$ cat src/rtl/sobel_window_ctrl_if.sv
// sobel_window_ctrl_if: window-aligned video timing in, position/strobes/geometry out.
// width_err exists only when WIDTH_CHECK_EN is defined.
interface sobel_window_ctrl_if #(
  parameter int COL_W = 12,
  parameter int ROW_W = 12
);
  logic hsync_in, vsync_in, de_in;
  logic [COL_W-1:0] col, width_meas;
  logic [ROW_W-1:0] row, height_meas;
  logic win_valid, frame_start, line_start, line_end, busy;
`ifdef WIDTH_CHECK_EN
  logic width_err;
  modport master(output hsync_in, vsync_in, de_in,
                 input col, row, win_valid, frame_start, line_start, line_end,
                 width_meas, height_meas, busy, width_err);
  modport slave(input hsync_in, vsync_in, de_in,
                output col, row, win_valid, frame_start, line_start, line_end,
                width_meas, height_meas, busy, width_err);
`else
  modport master(output hsync_in, vsync_in, de_in,
                 input col, row, win_valid, frame_start, line_start, line_end,
                 width_meas, height_meas, busy);
  modport slave(input hsync_in, vsync_in, de_in,
                output col, row, win_valid, frame_start, line_start, line_end,
                width_meas, height_meas, busy);
`endif
endinterface

$ cat src/rtl/sobel_window_ctrl.sv
// sobel_window_ctrl: tracks newest-pixel row/col, qualifies the 3x3 window, emits frame/line strobes
// and measures frame geometry. WIDTH_CHECK_EN adds a sticky width_err against the row-0 line width.
module sobel_window_ctrl #(
  parameter int COL_W    = 12,
  parameter int ROW_W    = 12,
  parameter int MIN_ROWS = 2,
  parameter int MIN_COLS = 2
) (
  input logic clk,
  input logic rst_n,
  sobel_window_ctrl_if.slave v
);
  typedef enum logic [1:0] {IDLE, HBLANK, ACTIVE} state_t;
  state_t state, state_n;
  logic vs_q, de_q, vs_rise, de_rise, de_fall;
  logic fs_n, ls_n, le_n, win_n;
  logic [COL_W-1:0] col_n, col_inc, width_n;
  logic [ROW_W-1:0] row_n, row_inc, height_n;
  assign vs_rise = v.vsync_in & ~vs_q;
  assign de_rise = v.de_in & ~de_q;
  assign de_fall = ~v.de_in & de_q;
  assign col_inc = &v.col ? v.col : v.col + 1'b1;
  assign row_inc = &v.row ? v.row : v.row + 1'b1;
  assign v.busy  = state != IDLE;
  always_comb begin
    state_n  = state;
    col_n    = v.col;
    row_n    = v.row;
    width_n  = v.width_meas;
    height_n = v.height_meas;
    fs_n     = 1'b0;
    ls_n     = 1'b0;
    le_n     = 1'b0;
    if (vs_rise) begin
      // an aborted line counts toward the measured height; no line_end for it
      height_n = state == ACTIVE ? row_inc : state == HBLANK ? v.row : v.height_meas;
      fs_n     = 1'b1;
      row_n    = '0;
      col_n    = '0;
      state_n  = HBLANK;
      if (de_rise && state != ACTIVE) begin
        ls_n    = 1'b1;
        state_n = ACTIVE;
      end
    end else if (state == HBLANK && de_rise) begin
      ls_n    = 1'b1;
      col_n   = '0;
      state_n = ACTIVE;
    end else if (state == ACTIVE && de_fall) begin
      le_n    = 1'b1;
      width_n = col_inc;
      row_n   = row_inc;
      state_n = HBLANK;
    end else if (state == ACTIVE && v.de_in) begin
      col_n = col_inc;
    end
  end
  assign win_n = state_n == ACTIVE && v.de_in && row_n >= ROW_W'(MIN_ROWS) && col_n >= COL_W'(MIN_COLS);
  always_ff @(posedge clk or negedge rst_n) begin
    if (!rst_n) begin
      state         <= IDLE;
      vs_q          <= 1'b0;
      de_q          <= 1'b0;
      v.col         <= '0;
      v.row         <= '0;
      v.width_meas  <= '0;
      v.height_meas <= '0;
      v.frame_start <= 1'b0;
      v.line_start  <= 1'b0;
      v.line_end    <= 1'b0;
      v.win_valid   <= 1'b0;
    end else begin
      state         <= state_n;
      vs_q          <= v.vsync_in;
      de_q          <= v.de_in;
      v.col         <= col_n;
      v.row         <= row_n;
      v.width_meas  <= width_n;
      v.height_meas <= height_n;
      v.frame_start <= fs_n;
      v.line_start  <= ls_n;
      v.line_end    <= le_n;
      v.win_valid   <= win_n;
    end
  end
`ifdef WIDTH_CHECK_EN
  logic [COL_W-1:0] ref_width;
  always_ff @(posedge clk or negedge rst_n) begin
    if (!rst_n) begin
      ref_width   <= '0;
      v.width_err <= 1'b0;
    end else if (fs_n) begin
      v.width_err <= 1'b0;
    end else if (le_n && v.row == '0) begin
      ref_width <= width_n;
    end else if (le_n && width_n != ref_width) begin
      v.width_err <= 1'b1;
    end
  end
`endif
endmodule

$ cat src/flat_wrapper.sv
// flat-port wrapper written by rule: the top's interface ports become plain ports
module sobel_window_ctrl_flat 
#(
  parameter int COL_W    = 12,
  parameter int ROW_W    = 12,
  parameter int MIN_ROWS = 2,
  parameter int MIN_COLS = 2
)
  (clk, rst_n, v_hsync_in, v_vsync_in, v_de_in, v_col, v_row, v_win_valid, v_frame_start, v_line_start, v_line_end, v_width_meas, v_height_meas, v_busy);
  sobel_window_ctrl_if #(.COL_W(COL_W), .ROW_W(ROW_W)) v_i ();
  input logic clk;
  input logic rst_n;
  input wire logic [$bits(v_i.hsync_in)-1:0] v_hsync_in;
  input wire logic [$bits(v_i.vsync_in)-1:0] v_vsync_in;
  input wire logic [$bits(v_i.de_in)-1:0] v_de_in;
  output wire logic [$bits(v_i.col)-1:0] v_col;
  output wire logic [$bits(v_i.row)-1:0] v_row;
  output wire logic [$bits(v_i.win_valid)-1:0] v_win_valid;
  output wire logic [$bits(v_i.frame_start)-1:0] v_frame_start;
  output wire logic [$bits(v_i.line_start)-1:0] v_line_start;
  output wire logic [$bits(v_i.line_end)-1:0] v_line_end;
  output wire logic [$bits(v_i.width_meas)-1:0] v_width_meas;
  output wire logic [$bits(v_i.height_meas)-1:0] v_height_meas;
  output wire logic [$bits(v_i.busy)-1:0] v_busy;
  assign v_i.hsync_in = v_hsync_in;
  assign v_i.vsync_in = v_vsync_in;
  assign v_i.de_in = v_de_in;
  assign v_col = v_i.col;
  assign v_row = v_i.row;
  assign v_win_valid = v_i.win_valid;
  assign v_frame_start = v_i.frame_start;
  assign v_line_start = v_i.line_start;
  assign v_line_end = v_i.line_end;
  assign v_width_meas = v_i.width_meas;
  assign v_height_meas = v_i.height_meas;
  assign v_busy = v_i.busy;
  sobel_window_ctrl #(.COL_W(COL_W), .ROW_W(ROW_W), .MIN_ROWS(MIN_ROWS), .MIN_COLS(MIN_COLS)) u_core (.clk(clk), .rst_n(rst_n), .v(v_i));
endmodule
$ cat config.mk
export PLATFORM = sky130hd
export DESIGN_NAME = sobel_window_ctrl_flat
export DESIGN_NICKNAME = d
export VERILOG_FILES = /design/src/rtl/sobel_window_ctrl_if.sv /design/src/rtl/sobel_window_ctrl.sv /design/src/flat_wrapper.sv
export SDC_FILE = /design/constraint.sdc
export NUM_CORES = 1
export LEC_CHECK = 0
export BUFFER_PORTS_ARGS = -buffer_cell sky130_fd_sc_hd__buf_2
export CAP_MARGIN = 30
export CORE_UTILIZATION = 45
export DETAILED_ROUTE_END_ITERATION = 6
export PLACE_DENSITY = 0.7
export RECOVER_POWER = 50
export SLEW_MARGIN = 0
export SYNTH_ARGS = -nofsm -noshare
export SYNTH_HDL_FRONTEND = slang
export SYNTH_SLANG_ARGS = --single-unit
$ cat constraint.sdc
create_clock -name clk -period 3.67 [get_ports clk]
set_input_delay 0.367 -clock clk [delete_from_list [all_inputs] [get_ports clk]]
set_output_delay 0.367 -clock clk [all_outputs]
set_load 0.005 [all_outputs]
# After elaboration in Yosys (flattened, before gate mapping)
# Index checks and enable logic that the tools add are counted.
# W data, S select, Z words.
[word_totals]
register_bits = 56
inputBits = 5
out_inout_bits = 53
wordCells = 62
[op_classes]
add_sub_neg = 2
n_lt_le_gt_ge = 2
eq_ne = 4
mux = 22
bitwise_logic = 8
reduce_logical = 13
[ops]
columns = ["op", "n"]
rows = [
  ["$mux W12", 11],
  ["$add A12 B1 Y12 const B", 2],
  ["$ge A12 B2 Y1 const B", 2],
  ["$reduce_and A12 Y1", 2],
  ["$mux W2", 4],
  ["$logic_and A1 B1 Y1", 7],
  ["$mux W1", 7],
  ["$not A1 Y1", 5],
  ["$eq A2 B2 Y1 const B", 2],
  ["$reduce_bool A2 Y1", 2],
  ["$and A1 B1 Y1", 3],
  ["$reduce_and A3 Y1", 1],
  ["$eq A2 B1 Y1 const B", 1],
  ["$ne A2 B2 Y1 const B", 1],
  ["$reduce_and A2 Y1", 1],
]

# Depth between registers and ports, before layout
[logic_depth]
ltp_word = 10
mapped_depth = 11
ltp_nobuf = 9

# Least setup slack after synthesis
# Ideal clock, no wire load.
[synth_path]
path_type = "reg-to-reg"
start = "reg u_core.v.row[0]"
end = "reg u_core.v.win_valid"
setup_ns = 0.136
arrival_ns = 2.297
required_time_ns = 3.534
slack_ns = 1.237
stages_incl_launch_ff = 10
n_path_buf = 1
synth_period_minus_slack_ns = 2.433
cell_sequence = "dfrtp_1 > ha_1 > nand3_2 > or4_1 > buf_2 > nand3_2 > a21oi_2 > or4_1 > nor4b_2 > a211oi_1"
[synth_via]
elab_chain_len = 8
[synth_lines]
columns = ["item", "line", "source"]
rows = [
  ["start: declaration", "sobel_window_ctrl_if.sv:24", "output col, row, win_valid, frame_start, line_start, line_end,"],
  ["start signal: assignment", "sobel_window_ctrl.sv:77", "v.row <= row_n;"],
  ["$add A12 B1 Y12 or $reduce_and A12 Y1 (tied branches)", "sobel_window_ctrl.sv:23", "assign row_inc = &v.row ? v.row : v.row + 1'b1;"],
  ["$mux W12 *", "sobel_window_ctrl.sv:23", ""],
  ["$mux W12 *", "sobel_window_ctrl.sv:49", "end else if (state == ACTIVE && de_fall) begin"],
  ["$mux W12 *", "sobel_window_ctrl.sv:45", "end else if (state == HBLANK && de_rise) begin"],
  ["$mux W12 *", "sobel_window_ctrl.sv:34", "if (vs_rise) begin"],
  ["net u_core.row_n[1]", "sobel_window_ctrl.sv:18", "logic [ROW_W-1:0] row_n, row_inc, height_n;"],
  ["$ge A12 B2 Y1 *", "sobel_window_ctrl.sv:58", "assign win_n = state_n == ACTIVE && v.de_in && row_n >= ROW_W'(MIN_ROWS) && col_n >= COL_W'(MIN_COLS);"],
  ["$logic_and A1 B1 Y1 * (2 in series)", "sobel_window_ctrl.sv:58", ""],
  ["net u_core.win_n", "sobel_window_ctrl.sv:16", "logic fs_n, ls_n, le_n, win_n;"],
  ["end signal: assignment", "sobel_window_ctrl.sv:83", "v.win_valid <= win_n;"],
  ["end: declaration", "sobel_window_ctrl_if.sv:24", ""],
]
# The timed path passes the listed nets; every way through them passes the cells marked *.
# A chain may end at the register's enable or synchronous reset.

# Worst setup path in the final report
# Ends and elaborated chain as after synthesis.

==> flow_summary.ini <==
[outcome]
status = complete, but fails checks
violations = max-capacitance violations, max-slew violations

[global_routing]
grt_pass1_vias = 2171
overflow = 0
grt_max_degree = 30
grt_pass1_wl_mm = 11.0
grt.total_usage_pct = 21.8
antenna_found_initial = 0

[yosys]
synth_common_cells = 56 x dfrtp_1, 40 x nor2_1, 39 x nand2_1, 26 x o21ai_0, 15 x a21oi_1
synth_nets = 324
synth_flop_cell = dfrtp_1
synth_warnings = 0
synth_top_area_cell = dfrtp_1
synth_edf_count = 0
synthTopCellsByArea = dfrtp_1 49%, nor2_1 5.2%, nand2_1 5.1%, o21ai_0 4.5%, xnor2_1 3.7%
ys_types = 39
synthCells = 314
yosysMostFrequentCell = dfrtp_1
netlist_area_um2 = 2860
synth_area_per_cell_um2 = 9.12
synth_top_area_share_pct = 49.0
synth_seq_area_share_pct = 49.0
ys_ff_latch = 56
async_reset_ff_share_pct = 100

[cts]
cts_buffer_depth = 2
cts-resized-gates = 0
hold_buffers = 0
clkSlewWorstSetupHoldPaths_ns = 0.09
h-tree-depth = 2
cts_setup_buffers = 0
cts-root-buf = clkbuf_8
cts.sinks = 56
cts_made_buffers = 5
cts_tree = done
clk_latency_ns = 0.31

[sta]
fin_crit_sh_pct = 80.3
slew_headroom_pct = -2.11
setup_tns_ns = 0
fmax_mhz = 339
final-setup-viol-count = 0
clock_skew_ns = 0.00881
report.final.slew_viol_count = 30
rsz0062_at_grt = no
tightest_slew_ns = 1.53
hold_viol_final = 0
fin_crit_ns = 2.95

[routing]
postRouteAntennaNets = 0
finalWirelength_mm = 6.83
wl_per_cell_um = 15.4
vias = 2437
drc = 0
drt_iter0_markers = 162
via_per_inst = 5.51
drt_first_pass_iters = 4

[floorplan]
core_area_um2 = 6030
rows = 28
dieWidth_um = 81.8
fp.dieH_um = 81.8
start_util_pct = 47.5
die_area_um2 = 6680
ios = 58

[finish]
layoutNonFillerInstCount = 442
diodes = 0
layout-drive-gt1-share_pct = 15.5
fin_nets = 376
syn_to_final_growth_pct = 15.3

[placed_design]
io_buffers = 56
place_hpwl_mm = 5.02
gp_congestion = 0.932
dpl.cell_count = 434

[power]
vdd_drop_max_mv = 0.232
power.leakage_nw = 1.46
cellPowerDensity_nw_per_um2 = 425

[worst_setup_path]
worstSetupPathType = reg -> reg
start_kind = flip-flop
crit_required_ns = 3.84
cp_max_fo = 12
end_kind = flip-flop
crit_arrival_ns = 3.12

[flow_run]
drv_cap = 2

[worst_hold_path]
min_path_type = in -> reg
cell type report:
class / instances / area (um2)
fill: 593 / 2730
sequential: 56 / 1400
multi-input combinational: 235 / 1370
timing repair buffer: 58 / 270
clock buffer: 7 / 96.3
tap: 75 / 93.8
inverter: 10 / 37.5
clock inverter: 1 / 30.0
per-layer routing:
metal | vias up | track usage [%] | wire length [um]
li1 | 1217 | - | -
met1 | 1152 | 34.1 | 3510
met2 | 66 | 30.2 | 2940
met3 | 2 | 3.89 | 337
met4 | 0 | 6.32 | 34
met5 | - | 0 | 0
final timing paths:
kind                                   startpoint                      to  slack [ns]  cells past startpoint
min in group asynchronous                   rst_n  u_core.v.width_meas[0]        0.39                      1
hold reg to reg            u_core.v.width_meas[5]  u_core.v.width_meas[5]        0.48                      2
setup / recovery                  u_core.v.row[0]      u_core.v.win_valid        0.72                      8
setup reg to reg                  u_core.v.row[0]      u_core.v.win_valid        0.72                      8
max in group asynchronous                   rst_n         u_core.v.row[4]        1.19                      2
hold / removal                         v_vsync_in             u_core.vs_q        0.18                      1
per-stage QoR:
step | hold slack [ns] | utilization (%) | power (mW) | cell area [um2] | setup slack [ns]
6_report | 0.182 | 54.8 | 1.40 | 3300 | 0.722
5_1_grt | 0.164 | 54.8 | 1.48 | 3300 | 0.543
4_1_cts | 0.0746 | 55.2 | 1.42 | 3330 | 0.744
3_5_place_dp | 0.416 | 53.1 | 0.982 | 3200 | 0.764
3_3_place_gp | 0.415 | 53.1 | 0.971 | 3200 | 0.810
2_1_floorplan | 0.0714 | - | 0.869 | 2860 | 1.24
sequential cells by signal (all words and copies together), names as in the netlist:
| signal | count |
|---|---|
| u_core.de_q | 1 |
| u_core.state | 2 |
| u_core.v.col | 12 |
| u_core.v.frame_start | 1 |
| u_core.v.height_meas | 12 |
| u_core.v.line_end | 1 |
| u_core.v.line_start | 1 |
| u_core.v.row | 12 |
| u_core.v.width_meas | 12 |
| u_core.v.win_valid | 1 |
| u_core.vs_q | 1 |
cell families after synthesis:
| logic type | synth area share (%) |
|---|---|
| and+or+nand+nor | 23.4 |
| AOI/OAI and AO/OA | 14.0 |
| DFF | 49.0 |
| buffers and inverters | 3.15 |
| xor gates and xnor gates | 5.51 |
| muxes | 2.80 |
| adders and majority gates | 2.19 |
power by group:
group	switching, mW	leakage [nW]	total (mW)	internal [mW]
Clock	0.199	0.0645	0.440	0.241
Combinational	0.144	0.643	0.237	0.0937
Sequential	0.0436	0.754	0.724	0.680
Total	0.386	1.46	1.40	1.02
placed cells by master (no fill, tap or decap), types with 2 or more instances in the layout:
cell / synthesis / layout
dfrtp_1: 56 / 56
nor4_1: 10 / 10
nand3_1: 14 / 14
a311oi_1: 5 / 5
nand2_1: 39 / 39
nand3_2: 2 / 2
clkbuf_8: 0 / 7
or2_2: 2 / 2
nand3b_1: 2 / 2
clkbuf_1: 9 / 18
o21bai_1: 3 / 3
and3_1: 3 / 3
o21ai_0: 26 / 26
a31oi_1: 6 / 6
buf_2: 3 / 39
ha_1: 5 / 5
a21oi_1: 15 / 15
xor2_1: 6 / 6
xnor2_1: 12 / 12
nand4_1: 3 / 3
mux2i_1: 8 / 8
nand2b_1: 2 / 2
nor3_1: 7 / 7
or4_1: 4 / 4
nor2_1: 40 / 40
and2_1: 2 / 2
inv_1: 10 / 10
o31ai_1: 5 / 5
or3_1: 4 / 4
worst max-delay path, stage by stage, from the launching register on:
cell and delay (ns):
dfrtp_1 0.48, ha_1 0.23, nand3_2 0.24, or4_1 0.74, nand3_2 0.13, a21oi_2 0.07
or4_1 0.50, nor4b_2 0.32, a211oi_1 0.10
Note: power is estimated with default switching activity, not from simulation.
